`config.mk`:
```
export PLATFORM = sky130hd
export DESIGN_NAME = flow_table_release_flat
export DESIGN_NICKNAME = d
export VERILOG_FILES = /design/src/rtl/flow_table_release_if.sv /design/src/rtl/flow_table_release.sv /design/src/flat_wrapper.sv
export SDC_FILE = /design/constraint.sdc
export NUM_CORES = 1
export LEC_CHECK = 0
export ABC_AREA = 1
export CAP_MARGIN = 20
export CELL_PAD_IN_SITES_DETAIL_PLACEMENT = 1
export CELL_PAD_IN_SITES_GLOBAL_PLACEMENT = 2
export CORE_ASPECT_RATIO = 1.5
export CORE_MARGIN = 3
export CORE_UTILIZATION = 32
export CTS_CLUSTER_SIZE = 28
export DETAILED_ROUTE_END_ITERATION = 6
export PLACE_DENSITY = 0.94
export SLEW_MARGIN = 40
export SYNTH_ARGS = -nofsm -noshare
export SYNTH_HDL_FRONTEND = slang
export SYNTH_SLANG_ARGS = --single-unit
```
`constraint.sdc`:
```
create_clock -name i_clk -period 7.7 [get_ports i_clk]
set_clock_uncertainty 0.15 [all_clocks]
set_input_delay 1.54 -clock i_clk [delete_from_list [all_inputs] [get_ports i_clk]]
set_output_delay 1.54 -clock i_clk [all_outputs]
set_load 0.02 [all_outputs]
```
`src/rtl/flow_table_release_if.sv`:
```
// Signal bundle between the flow map-table release engine and its environment
// (request source, lookup engine arbitration, shared table RAM ports, status).
`timescale 1ns/1ps
interface flow_table_release_if;
    logic        i_free_req;
    logic [4:0]  iv_free_queue_id;
    logic [13:0] iv_free_flowid;
    logic        o_free_full;
    logic        i_lookup_busy;
    logic        i_flowid_wr;
    logic        o_release_busy;
    logic        o_fmt_ram_rd;
    logic [4:0]  ov_fmt_ram_raddr;
    logic [18:0] iv_fmt_ram_rdata;
    logic        o_free_ram_wr;
    logic [4:0]  ov_free_ram_waddr;
    logic [18:0] ov_free_ram_wdata;
    logic        o_free_done;
    logic        o_free_mismatch;
    logic [4:0]  ov_free_done_queue_id;
    logic [3:0]  ov_free_usedw;
    logic [15:0] ov_free_cnt;
    logic [15:0] ov_mismatch_cnt;
    logic [15:0] ov_drop_cnt;

    // The release engine side.
    modport master (
        input  i_free_req, iv_free_queue_id, iv_free_flowid,
        input  i_lookup_busy, i_flowid_wr, iv_fmt_ram_rdata,
        output o_free_full, o_release_busy, o_fmt_ram_rd, ov_fmt_ram_raddr,
        output o_free_ram_wr, ov_free_ram_waddr, ov_free_ram_wdata,
        output o_free_done, o_free_mismatch, ov_free_done_queue_id, ov_free_usedw,
        output ov_free_cnt, ov_mismatch_cnt, ov_drop_cnt
    );

    // The environment: request source, lookup engine and table RAM.
    modport slave (
        output i_free_req, iv_free_queue_id, iv_free_flowid,
        output i_lookup_busy, i_flowid_wr, iv_fmt_ram_rdata,
        input  o_free_full, o_release_busy, o_fmt_ram_rd, ov_fmt_ram_raddr,
        input  o_free_ram_wr, ov_free_ram_waddr, ov_free_ram_wdata,
        input  o_free_done, o_free_mismatch, ov_free_done_queue_id, ov_free_usedw,
        input  ov_free_cnt, ov_mismatch_cnt, ov_drop_cnt
    );
endinterface

```
`src/rtl/flow_table_release.sv`:
```
// Release engine of the 32-entry flow map-table: reads an entry, checks it is valid
// and owned by the requesting flow, then invalidates it, sharing the RAM with lookup.
`timescale 1ns/1ps
module flow_table_release #(
    parameter int RAM_RD_LAT = 2
) (
    input  logic                 i_clk,
    input  logic                 i_rst,
    flow_table_release_if.master tbl
);
    localparam int WAIT_W = (RAM_RD_LAT > 1) ? $clog2(RAM_RD_LAT) : 1;

    typedef enum logic [1:0] {
        IDLE    = 2'd0,
        WAIT_S  = 2'd1,
        CHECK_S = 2'd2,
        WRITE_S = 2'd3
    } state_t;

    function automatic logic [15:0] sat_inc(input logic [15:0] value);
        return (value == 16'hFFFF) ? value : value + 16'd1;
    endfunction

    state_t             state;
    logic [4:0]         fifo_qid [2];
    logic [13:0]        fifo_flowid [2];
    logic [1:0]         fifo_count;
    logic               fifo_full;
    logic               fifo_empty;
    logic               push;
    logic               drop;
    logic               start;

    logic [4:0]         work_qid;
    logic [13:0]        work_flowid;
    logic [WAIT_W-1:0]  wait_cnt;
    logic               hit;

    logic               release_busy;
    logic               ram_rd;
    logic [4:0]         ram_raddr;
    logic               ram_wr;
    logic [4:0]         ram_waddr;
    logic               free_done;
    logic               free_mismatch;
    logic [4:0]         done_queue_id;
    logic [3:0]         free_usedw;
    logic [15:0]        free_cnt;
    logic [15:0]        mismatch_cnt;
    logic [15:0]        drop_cnt;

    // Fullness is judged on the occupancy at the start of the cycle, so a push
    // into a full FIFO is dropped even if the same cycle pops the head.
    assign fifo_full  = (fifo_count == 2'd2);
    assign fifo_empty = (fifo_count == 2'd0);
    assign push       = tbl.i_free_req && !fifo_full;
    assign drop       = tbl.i_free_req && fifo_full;
    assign start      = (state == IDLE) && !fifo_empty && !tbl.i_lookup_busy && !tbl.i_flowid_wr;

    assign hit = tbl.iv_fmt_ram_rdata[18] && (tbl.iv_fmt_ram_rdata[17:4] == work_flowid);

    always_ff @(posedge i_clk) begin
        if (i_rst) begin
            fifo_count <= 2'd0;
        end else begin
            case ({push, start})
                2'b10: begin
                    fifo_qid[fifo_count[0]]    <= tbl.iv_free_queue_id;
                    fifo_flowid[fifo_count[0]] <= tbl.iv_free_flowid;
                    fifo_count                 <= fifo_count + 2'd1;
                end
                2'b01: begin
                    fifo_qid[0]    <= fifo_qid[1];
                    fifo_flowid[0] <= fifo_flowid[1];
                    fifo_count     <= fifo_count - 2'd1;
                end
                // Push and pop together only happen with one entry held.
                2'b11: begin
                    fifo_qid[0]    <= tbl.iv_free_queue_id;
                    fifo_flowid[0] <= tbl.iv_free_flowid;
                end
                default: begin
                end
            endcase
        end
    end

    always_ff @(posedge i_clk) begin
        if (i_rst) begin
            drop_cnt <= 16'd0;
        end else if (drop) begin
            drop_cnt <= sat_inc(drop_cnt);
        end
    end

    always_ff @(posedge i_clk) begin
        if (i_rst) begin
            state         <= IDLE;
            work_qid      <= 5'd0;
            work_flowid   <= 14'd0;
            wait_cnt      <= '0;
            release_busy  <= 1'b0;
            ram_rd        <= 1'b0;
            ram_raddr     <= 5'd0;
            ram_wr        <= 1'b0;
            ram_waddr     <= 5'd0;
            free_done     <= 1'b0;
            free_mismatch <= 1'b0;
            done_queue_id <= 5'd0;
            free_usedw    <= 4'd0;
            free_cnt      <= 16'd0;
            mismatch_cnt  <= 16'd0;
        end else begin
            case (state)
                IDLE: begin
                    ram_rd <= 1'b0;
                    if (start) begin
                        work_qid     <= fifo_qid[0];
                        work_flowid  <= fifo_flowid[0];
                        ram_rd       <= 1'b1;
                        ram_raddr    <= fifo_qid[0];
                        release_busy <= 1'b1;
                        wait_cnt     <= WAIT_W'(RAM_RD_LAT - 1);
                        state        <= WAIT_S;
                    end
                end
                // The counter covers the RAM latency so CHECK_S lands on valid data.
                WAIT_S: begin
                    ram_rd <= 1'b0;
                    if (wait_cnt == '0) begin
                        state <= CHECK_S;
                    end else begin
                        wait_cnt <= wait_cnt - WAIT_W'(1);
                    end
                end
                CHECK_S: begin
                    done_queue_id <= work_qid;
                    free_usedw    <= tbl.iv_fmt_ram_rdata[3:0];
                    if (hit) begin
                        ram_wr    <= 1'b1;
                        ram_waddr <= work_qid;
                        free_done <= 1'b1;
                        free_cnt  <= sat_inc(free_cnt);
                    end else begin
                        free_mismatch <= 1'b1;
                        mismatch_cnt  <= sat_inc(mismatch_cnt);
                    end
                    state <= WRITE_S;
                end
                WRITE_S: begin
                    ram_wr        <= 1'b0;
                    free_done     <= 1'b0;
                    free_mismatch <= 1'b0;
                    release_busy  <= 1'b0;
                    state         <= IDLE;
                end
                default: begin
                    state <= IDLE;
                end
            endcase
        end
    end

    assign tbl.o_free_full           = fifo_full;
    assign tbl.o_release_busy        = release_busy;
    assign tbl.o_fmt_ram_rd          = ram_rd;
    assign tbl.ov_fmt_ram_raddr      = ram_raddr;
    assign tbl.o_free_ram_wr         = ram_wr;
    assign tbl.ov_free_ram_waddr     = ram_waddr;
    assign tbl.ov_free_ram_wdata     = 19'd0;
    assign tbl.o_free_done           = free_done;
    assign tbl.o_free_mismatch       = free_mismatch;
    assign tbl.ov_free_done_queue_id = done_queue_id;
    assign tbl.ov_free_usedw         = free_usedw;
    assign tbl.ov_free_cnt           = free_cnt;
    assign tbl.ov_mismatch_cnt       = mismatch_cnt;
    assign tbl.ov_drop_cnt           = drop_cnt;
endmodule

```
`src/flat_wrapper.sv`:
```
// flat-port wrapper written by rule: the top's interface ports become plain ports
module flow_table_release_flat 
#(
    parameter int RAM_RD_LAT = 2
)
  (i_clk, i_rst, tbl_i_free_req, tbl_iv_free_queue_id, tbl_iv_free_flowid, tbl_i_lookup_busy, tbl_i_flowid_wr, tbl_iv_fmt_ram_rdata, tbl_o_free_full, tbl_o_release_busy, tbl_o_fmt_ram_rd, tbl_ov_fmt_ram_raddr, tbl_o_free_ram_wr, tbl_ov_free_ram_waddr, tbl_ov_free_ram_wdata, tbl_o_free_done, tbl_o_free_mismatch, tbl_ov_free_done_queue_id, tbl_ov_free_usedw, tbl_ov_free_cnt, tbl_ov_mismatch_cnt, tbl_ov_drop_cnt);
  flow_table_release_if tbl_i ();
  input  logic i_clk;
  input  logic i_rst;
  input wire logic [$bits(tbl_i.i_free_req)-1:0] tbl_i_free_req;
  input wire logic [$bits(tbl_i.iv_free_queue_id)-1:0] tbl_iv_free_queue_id;
  input wire logic [$bits(tbl_i.iv_free_flowid)-1:0] tbl_iv_free_flowid;
  input wire logic [$bits(tbl_i.i_lookup_busy)-1:0] tbl_i_lookup_busy;
  input wire logic [$bits(tbl_i.i_flowid_wr)-1:0] tbl_i_flowid_wr;
  input wire logic [$bits(tbl_i.iv_fmt_ram_rdata)-1:0] tbl_iv_fmt_ram_rdata;
  output wire logic [$bits(tbl_i.o_free_full)-1:0] tbl_o_free_full;
  output wire logic [$bits(tbl_i.o_release_busy)-1:0] tbl_o_release_busy;
  output wire logic [$bits(tbl_i.o_fmt_ram_rd)-1:0] tbl_o_fmt_ram_rd;
  output wire logic [$bits(tbl_i.ov_fmt_ram_raddr)-1:0] tbl_ov_fmt_ram_raddr;
  output wire logic [$bits(tbl_i.o_free_ram_wr)-1:0] tbl_o_free_ram_wr;
  output wire logic [$bits(tbl_i.ov_free_ram_waddr)-1:0] tbl_ov_free_ram_waddr;
  output wire logic [$bits(tbl_i.ov_free_ram_wdata)-1:0] tbl_ov_free_ram_wdata;
  output wire logic [$bits(tbl_i.o_free_done)-1:0] tbl_o_free_done;
  output wire logic [$bits(tbl_i.o_free_mismatch)-1:0] tbl_o_free_mismatch;
  output wire logic [$bits(tbl_i.ov_free_done_queue_id)-1:0] tbl_ov_free_done_queue_id;
  output wire logic [$bits(tbl_i.ov_free_usedw)-1:0] tbl_ov_free_usedw;
  output wire logic [$bits(tbl_i.ov_free_cnt)-1:0] tbl_ov_free_cnt;
  output wire logic [$bits(tbl_i.ov_mismatch_cnt)-1:0] tbl_ov_mismatch_cnt;
  output wire logic [$bits(tbl_i.ov_drop_cnt)-1:0] tbl_ov_drop_cnt;
  assign tbl_i.i_free_req = tbl_i_free_req;
  assign tbl_i.iv_free_queue_id = tbl_iv_free_queue_id;
  assign tbl_i.iv_free_flowid = tbl_iv_free_flowid;
  assign tbl_i.i_lookup_busy = tbl_i_lookup_busy;
  assign tbl_i.i_flowid_wr = tbl_i_flowid_wr;
  assign tbl_i.iv_fmt_ram_rdata = tbl_iv_fmt_ram_rdata;
  assign tbl_o_free_full = tbl_i.o_free_full;
  assign tbl_o_release_busy = tbl_i.o_release_busy;
  assign tbl_o_fmt_ram_rd = tbl_i.o_fmt_ram_rd;
  assign tbl_ov_fmt_ram_raddr = tbl_i.ov_fmt_ram_raddr;
  assign tbl_o_free_ram_wr = tbl_i.o_free_ram_wr;
  assign tbl_ov_free_ram_waddr = tbl_i.ov_free_ram_waddr;
  assign tbl_ov_free_ram_wdata = tbl_i.ov_free_ram_wdata;
  assign tbl_o_free_done = tbl_i.o_free_done;
  assign tbl_o_free_mismatch = tbl_i.o_free_mismatch;
  assign tbl_ov_free_done_queue_id = tbl_i.ov_free_done_queue_id;
  assign tbl_ov_free_usedw = tbl_i.ov_free_usedw;
  assign tbl_ov_free_cnt = tbl_i.ov_free_cnt;
  assign tbl_ov_mismatch_cnt = tbl_i.ov_mismatch_cnt;
  assign tbl_ov_drop_cnt = tbl_i.ov_drop_cnt;
  flow_table_release #(.RAM_RD_LAT(RAM_RD_LAT)) u_core (.i_clk(i_clk), .i_rst(i_rst), .tbl(tbl_i));
endmodule
```
==> After elaboration in Yosys (flattened, before gate mapping) <==
Memory sizes are Yosys's and may differ from the RTL's. A register that Yosys moved wholly into a read port is not among the register bits.
Index checks and enable logic that the tools add are counted.
{ "totals": {"regBits": 71, "ramBits": 38, "output_inout_bits": 92, "mem_count": 2} }
{ "classes": {"muxes": 31, "addsub": 6, "bitwise": 6, "n_eq_ne": 15, "reduce_logical": 28} }
{ "mem_list": {"columns": ["memory", "words", "width", "rd", "rd_clocked_by_memory_dff", "write_ports", "line", "text"], "rows": [
  ["u_core.fifo_flowid", 2, 14, 2, 1, 1, "flow_table_release.sv:26", "logic [13:0] fifo_flowid [2];"],
  ["u_core.fifo_qid", 2, 5, 2, 1, 1, "flow_table_release.sv:25", "logic [4:0] fifo_qid [2];"]
]} }
{ "op_table": {"columns": ["op", "n"], "rows": [
  ["$add A16 B1 Y16 const B", 3],
  ["$eq A16 B16 Y1 const B", 3],
  ["$mux W14", 2],
  ["$mux W1", 18],
  ["$reduce_and A2 Y1", 8],
  ["$eq A14 B14 Y1", 1],
  ["$reduce_or A14 Y1", 1],
  ["$eq A2 B2 Y1 const B", 5],
  ["$mux W5", 2],
  ["$pmux W1 S2", 5],
  ["$pmux W2 S4", 1],
  ["$reduce_bool A2 Y1", 4],
  ["$logic_and A1 B1 Y1", 6],
  ["$reduce_and A3 Y1", 2],
  ["$reduce_or A5 Y1", 1],
  ["$eq A2 B1 Y1 const B", 2],
  ["$logic_not A1 Y1", 4],
  ["$logic_not A2 Y1", 2],
  ["$mux W2", 2],
  ["$ne A2 B1 Y1 const B", 2],
  ["$ne A2 B2 Y1 const B", 2],
  ["$not A1 Y1", 4],
  ["$pmux W2 S2", 1],
  ["$add A2 B1 Y2 const B", 1],
  ["other kinds (3)", 4]
]} }

==> Longest topological paths before layout <==
Gate-level depths: netlist (run 1).
{ "logic_depth": {"ltp_word": 12, "mapped_depth": 11, "depth_no_buf": 11} }

==> Least setup slack after synthesis (run 1) <==
No wires, ideal clock.
{ "synth_timing": {"path_kind": "input -> register", "from": "in tbl_i_lookup_busy", "to": "mem u_core.fifo_flowid[0][0] (enable)", "path_stages": 4, "t_required_ns": 7.129, "setup_time_ns": 0.421, "slack_ns": 3.650, "t_arrival_ns": 3.478, "path_cell_list": "nor3b_2 > o21ai_2 > clkbuf_1 > o21ai_0"} }
{ "synth_via": {"elab_chain_len": 10, "elab_cells_between_ends": 19} }
{ "synth_lines": {"columns": ["element", "line", "text"], "rows": [
  ["from (decl)", "flat_wrapper.sv:13", "input wire logic [$bits(tbl_i.i_lookup_busy)-1:0] tbl_i_lookup_busy;"],
  ["$logic_not A1 Y1 *", "flow_table_release.sv:58", "assign start = (state == IDLE) && !fifo_empty && !tbl.i_lookup_busy && !tbl.i_flowid_wr;"],
  ["$logic_and A1 B1 Y1 * (2 in series)", "flow_table_release.sv:58", null],
  ["$eq A2 B1 Y1 or $eq A2 B2 Y1 (tied branches)", "flow_table_release.sv:66", "case ({push, start})"],
  ["$mux W1", "flow_table_release.sv:66", null],
  ["$mux W1", "flow_table_release.sv:63", "if (i_rst) begin"],
  ["$mux W1, on equally long branches", "flow_table_release.sv:74, flow_table_release.sv:80", null],
  ["$or A1 B1 Y1 (no source line)", null, null],
  ["$reduce_or A14 Y1 (no source line)", null, null],
  ["$mux W1 (no source line)", null, null],
  ["to (decl)", "flow_table_release.sv:26", null]
]} }
Every way passes the cells marked *; elsewhere a longest branch is shown, timed or not.

==> Worst setup path in the final report (run 1) <==
{ "layout_timing": {"from": "in tbl_i_flowid_wr", "to": "mem u_core.fifo_flowid[1][7] (data pin)"} }
{ "layout_via": {"elab_chain_len": 9, "elab_cells_between_ends": 14} }
{ "layout_lines": {"columns": ["element", "line", "text"], "rows": [
  ["from (decl)", "flat_wrapper.sv:14", "input wire logic [$bits(tbl_i.i_flowid_wr)-1:0] tbl_i_flowid_wr;"],
  ["$logic_not A1 Y1 *", "flow_table_release.sv:58", null],
  ["$logic_and A1 B1 Y1 *", "flow_table_release.sv:58", null],
  ["$eq A2 B1 Y1 or $eq A2 B2 Y1 (tied branches)", "flow_table_release.sv:66", null],
  ["$mux W1", "flow_table_release.sv:66", null],
  ["$mux W1", "flow_table_release.sv:63", null],
  ["$mux W1, on equally long branches", "flow_table_release.sv:74, flow_table_release.sv:80", null],
  ["$or A1 B1 Y1 (no source line)", null, null],
  ["$reduce_or A14 Y1 (no source line)", null, null],
  ["$mux W14 (no source line) *", null, null]
]} }
Marked as above.

==> impl_metrics.toml, run 1 <==
[status]
status = "complete, no violations"

[placed_design]
placed_area_mm2 = 0.00787
gp_congestion = 0.769
port_buffers = 115
dp_hpwl_mm = 13.4

[final_layout]
design_area_mm2 = 0.00842
final_layout_size_suffix_gt1_share_pct = 9.56
diodes = 0
nets = 1003
area_growth_pct = 28.3

[sta]
final.min_clock_period_ns = 3.87
period_share_pct = 50.3
worstMarginPinSlew_ns = 0.798
hold_viol_final = 0
max_freq_mhz = 258
timing.hold.ws_ns = 0.304
rsz0062_at_grt = "no"
setup_viol = 0
relSlewSlack_pct = 46.8
slew_viol_final = 0
setup_tns_ns = 0

[die]
die_area_mm2 = 0.0223
io_pins = 135
num_rows = 63
core-area_mm2 = 0.0199
initial_utilization_pct = 32.9
die_h_um = 181
die_x_um = 123

[critical_path]
path_class = "input pin to flop"
critPathMaxFanout = 37
end_kind = "flop"
r2r_cells = 11
cp.arrival_ns = 3.89
startpoint_type = "input pin"
required_ns = 7.72

[clocking]
cts.clk_slew.worst_paths_ns = 0.06
insertion_delay_ns = 0.42
htree_levels = 4
cts_tree = "yes"
clockBufferDepth = 2
clock_sinks = 128
postCtsSetupRepairBufs = 0
cts_buffers = 17
holdBufCountCts = 0
cts_resized = 0
cts_root_buf = "clkbuf_16"

[synthesis]
synth_area_mm2 = 0.00656
ys.flop_type = "dfxtp_1"
synth_cell_type_count = 39
ys_seq_area_share_pct = 44.8
ys_warn_count = 0
syn_inst = 838
synth_edf_count = 38
synth-async-reset-ratio_pct = 0
synth_most_common_cell = "nand2_1"
yosys.area.top_type = "dfxtp_1"
synth_top_area_share_pct = 27.4
ys_top_cells_by_count = "nand2_1 (192), nor2_1 (104), inv_1 (91)"
synth_area_leaders = "dfxtp_1 (27%), edfxtp_1 (17%), nand2_1 (11%)"
avgSynthCellArea_um2 = 7.83
ys_seq_elements = 128

[grt]
grt_first_pass_wirelength_mm = 29.6
antenna_found_initial = 0
track_usage_pct = 16.8
grt-ovfl-total = 0
grt_pass1_vias = 5836
grt_max_degree = 50

[routing]
drtIter0Drc = 245
ant_nets = 0
via_count = 5779
routed_via_density = 4.73
firstDrtPassIters = 4
drc = 0
totalWireLength_mm = 18.2
avgRoutedWirePerCell_um = 14.9

[pwr]
power_leakage_nw = 3.19
peakVddDrop_mv = 0.133
power_density_mw_per_mm2 = 227
total_power_mw = 1.91

[job]
max_cap_violations = 0

[worst_hold_path]
min_path_type = "flop to flop"
hold_path_depth = 2
==> cells in the final DEF (no fill, tap or decap), types with 2 or more instances in the layout <==
master | synthesis | final
o21ai_0 | 43 | 42
nand4_1 | 37 | 37
edfxtp_1 | 38 | 38
clkinv_4 | 0 | 6
a21oi_1 | 59 | 59
mux2_2 | 9 | 9
clkbuf_16 | 0 | 17
mux2_4 | 10 | 10
nor3_1 | 15 | 15
buf_6 | 3 | 2
xnor2_1 | 10 | 10
nand3b_1 | 2 | 2
inv_1 | 91 | 91
xor2_1 | 12 | 12
a21oi_2 | 9 | 9
nor2_1 | 104 | 103
inv_6 | 0 | 5
nand3_1 | 29 | 29
clkinvlp_4 | 0 | 2
nand2_2 | 9 | 9
clkdlybuf4s50_1 | 0 | 114
nor2_4 | 2 | 2
nor3b_1 | 2 | 2
buf_4 | 20 | 5
nand2_1 | 192 | 192
conb_1 | 1 | 19
ha_1 | 11 | 11
dfxtp_1 | 90 | 90
nor2_2 | 4 | 5
==> worst paths after layout <==
path                                                 startpoint                              end  slack [ns]
worst max-delay path                            tbl_i_flowid_wr         u_core.fifo_flowid[1][7]        3.83
worst min-delay path            u_core.tbl.ov_free_ram_waddr[3]  u_core.tbl.ov_free_ram_waddr[3]        0.30
worst max register to register                  u_core.state[0]         u_core.fifo_flowid[1][7]        4.61
worst min register to register  u_core.tbl.ov_free_ram_waddr[3]  u_core.tbl.ov_free_ram_waddr[3]        0.30
==> where the power goes <==
part	internal [mW]	switching, mW
combinational	0.137	0.237
clock	0.420	0.333
sequential	0.755	0.0314
==> cell type report <==
cell class | instances | area [um2]
Timing Repair Buffer | 122 | 1210
Clock buffer | 17 | 425
Multi-Input combinational cell | 586 | 3040
Fill cell | 2438 | 11500
Sequential cell | 128 | 2940
Inverter | 94 | 355
Tap cell | 260 | 325
Clock inverter | 15 | 128
==> logic make-up (layout without fill, tap and decap cells) <==
logic type / Yosys count / count (layout) / synth area share (%)
compound gates: 114 / 114 / 9.32
xor+xnor: 22 / 22 / 2.94
fa+ha+maj: 11 / 11 / 2.10
buf+inv: 142 / 248 / 9.93
flops: 128 / 128 / 44.8
mux: 19 / 19 / 3.83
other cells: 1 / 19 / 0.0571
simple gates: 401 / 401 / 27.0
==> critical path, stage by stage <==
cell,delay [ns]
clkdlybuf4s50_1,0.49
nor3b_2,0.05
o21ai_2,0.05
buf_4,0.35
inv_4,0.11
ha_1,0.21
nand3b_1,0.36
buf_6,0.27
buf_6,0.15
mux2_4,0.31
==> flip-flops by register name, summed over array words and instances, names as in the netlist <==
register / flops
u_core.fifo_flowid: 28
u_core.tbl.ov_drop_cnt: 16
u_core.tbl.ov_free_cnt: 16
u_core.tbl.ov_mismatch_cnt: 16
u_core.work_flowid: 14
u_core.fifo_qid: 10
u_core.tbl.ov_free_done_queue_id: 5
u_core.tbl.ov_free_ram_waddr: 5
u_core.work_qid: 5
u_core.tbl.ov_free_usedw: 4
u_core.fifo_count: 2
u_core.state: 2
u_core.tbl.o_fmt_ram_rd: 1
u_core.tbl.o_free_mismatch: 1
u_core.tbl.o_free_ram_wr: 1
u_core.tbl.o_release_busy: 1
u_core.wait_cnt: 1
==> per-stage QoR <==
stage	utilization, %	setup slack, ns	std cells
global route	42.2	3.71	1222
floorplan	-	3.65	856
global placement	39.3	3.08	1188
finish	42.2	3.83	1222
CTS	42.2	3.84	1222
detailed placement	39.5	3.38	1190
==> layer usage <==
metal / vias to the layer above / part of all wire [%] / GRT usage, %
met5: - / 0 / 0
met4: 0 / 1.2 / 4.80
met3: 14 / 3.3 / 3.27
met2: 104 / 52 / 30.4
met1: 2739 / 43 / 19.8
li1: 2922 / - / -
No activity file was read; power rests on OpenSTA's default activity.
==> inputs of run 2 (changes only) <==
Settings changed: CORE_UTILIZATION 32 to 27, PLACE_DENSITY 0.94 to 0.85.
Clock period 7.7 ns to 3.42 ns, I/O delays scaled along.
==> run 2 against run 1 <==
  * Worst hold slack worse by 0.0064 ns
  * Total power up 130%
  * Global-route usage down 2.1 points
  * Sequential power up 130%
  * Register-to-register slack worse by 3.7 ns
  * First-iteration DRC count down 31%
  * Critical endpoint is now u_core.fifo_flowid[0][3]
  * Worst setup slack worse by 2.9 ns
  * Highest routed layer unchanged
  * Clock power up 130%
==> impl_metrics.toml, run 2 (synthesis results as in run 1) <==
[status]
status = "complete, no violations"

[clocking]
cts_buffers = 17
cts.clk_slew.worst_paths_ns = 0.06
cts_resized = 0
clockBufferDepth = 2
cts_root_buf = "clkbuf_16"
htree_levels = 4
cts_tree = "yes"
insertion_delay_ns = 0.43
postCtsSetupRepairBufs = 0
holdBufCountCts = 0
clock_sinks = 128

[job]
max_cap_violations = 0

[critical_path]
end_kind = "flop"
path_class = "flop to flop"
crit_chain = "inv_1 > ha_1 > nor3b_2 > o21ai_2 > buf_4 > ha_1 > nand3_1 > o21ai_1 > buf_4"
slowest_delay_ns = 0.37
critPathMaxFanout = 36
critical-path-slowest-cell = "dfxtp_1"
r2r_start = "u_core.state[0]"
crit_start = "u_core.state[0]"
path_depth = 9
cp.arrival_ns = 2.48
startpoint_type = "flop"
critPathBufInv = 3
required_ns = 3.38
r2r_cells = 9
crit_family = "buffers and inverters"

[final_layout]
regMostFlops = "u_core.fifo_flowid"
area_growth_pct = 29.9
final_common_cell = "nand2_1"
largest_register_ff_count = 28
nets = 1007
final_layout_size_suffix_gt1_share_pct = 9.63
layout_common_cells = "nand2_1 (192), clkdlybuf4s50_1 (114), nor2_1 (104)"
diodes = 0
fin_util_pct = 35.8

[routing]
wl_met3_um = 582
routed_via_density = 4.51
drtIter0Drc = 170
top_layer = "met4"
routed-wl-met2_mm = 10.1
avgRoutedWirePerCell_um = 15.0
firstDrtPassIters = 4
via_count = 5799
ant_nets = 0
m1WireLength_mm = 8.24
drc = 0
totalWireLength_mm = 19.2

[die]
initial_utilization_pct = 27.5
core-area_mm2 = 0.0238
die_area_mm2 = 0.0263
die_x_um = 133
die_h_um = 197
io_pins = 135
num_rows = 69

[sta]
setup_tns_ns = 0
setup_viol = 0
timing.hold.ws_ns = 0.297
hold_viol_final = 0
period_share_pct = 73.7
slew_viol_final = 0
final.min_clock_period_ns = 2.52
rsz0062_at_grt = "no"
max_freq_mhz = 397

[pwr]
power_density_mw_per_mm2 = 516
peakVddDrop_mv = 0.355
power_leakage_nw = 3.21
p_int_mw = 3.03
seqPwrFrac_pct = 40.2
clkPwrFrac_pct = 40.1
p_switching_mw = 1.37
combPwrFrac_pct = 19.7
p_sw_share_pct = 31.1

[worst_hold_path]
min_path_type = "flop to flop"
hold_path_depth = 2
hp-start = "u_core.tbl.ov_free_ram_waddr[0]"

[grt]
track_usage_pct = 14.7
antenna_found_initial = 0
grt_first_pass_wirelength_mm = 30.6
grt_pass1_vias = 5875
grt-ovfl-total = 0
grt_max_degree = 44

[placed_design]
port_buffers = 115
gp_congestion = 0.779
dp_hpwl_mm = 14.2
## run 2: changes by cell type in the layout (fill, tap and decap cells not counted)
cell       delta
nor2_2        -1
bufinv_16     +1
clkinv_4      -2
inv_8         -1
clkbuf_1      +2
nor2_1        +1
buf_4         +6
buf_6         -2
## run 2: routing by layer
| layer | up-vias | track usage [%] |
|---|---|---|
| li1 | 2926 | - |
| met1 | 2759 | 17.1 |
| met2 | 99 | 27.1 |
| met3 | 15 | 2.78 |
| met4 | 0 | 5.03 |
| met5 | - | 0 |
## run 2: path summary, 6_finish.rpt
| check | end | slack (ns) |
|---|---|---|
| setup / recovery | u_core.fifo_flowid[0][3] | 0.90 |
| hold / removal | u_core.tbl.ov_free_ram_waddr[0] | 0.30 |
| setup reg to reg | u_core.fifo_flowid[0][3] | 0.90 |
| hold reg to reg | u_core.tbl.ov_free_ram_waddr[0] | 0.30 |
## run 2: stage by stage
stage	power [mW]	worst slack (ns)	cells	cell area, um2
5_1_grt	4.62	0.748	1285	8520
4_1_cts	4.46	0.874	1285	8520
2_1_floorplan	2.36	0.226	856	6630
3_3_place_gp	2.65	0.551	1253	7960
6_report	4.39	0.900	1285	8520
3_5_place_dp	2.68	0.511	1253	7960
## run 2: final cells by class
type | instances | area [um2]
fillers | 2890 | 15300
multi-input cells | 586 | 3040
flip-flops and latches | 128 | 2940
repair buffers | 126 | 1230
clock buffers | 19 | 433
well taps | 319 | 399
inverters | 94 | 355
clock inverters | 13 | 129
## run 2: tightest hold or removal path: stages (launching register included)
cell and delay (ns):
dfxtp_1 0.31, inv_1 0.05, a21oi_1 0.05
## run 2: power groups by stage
stage	combinational (mW)	clock, mW	sequential (mW)
after global placement	0.854	0	1.80
final	0.866	1.76	1.77
after global routing	0.958	1.88	1.78
after CTS	0.880	1.81	1.77
after detailed placement	0.876	0	1.80
after floorplan	0.507	0	1.85
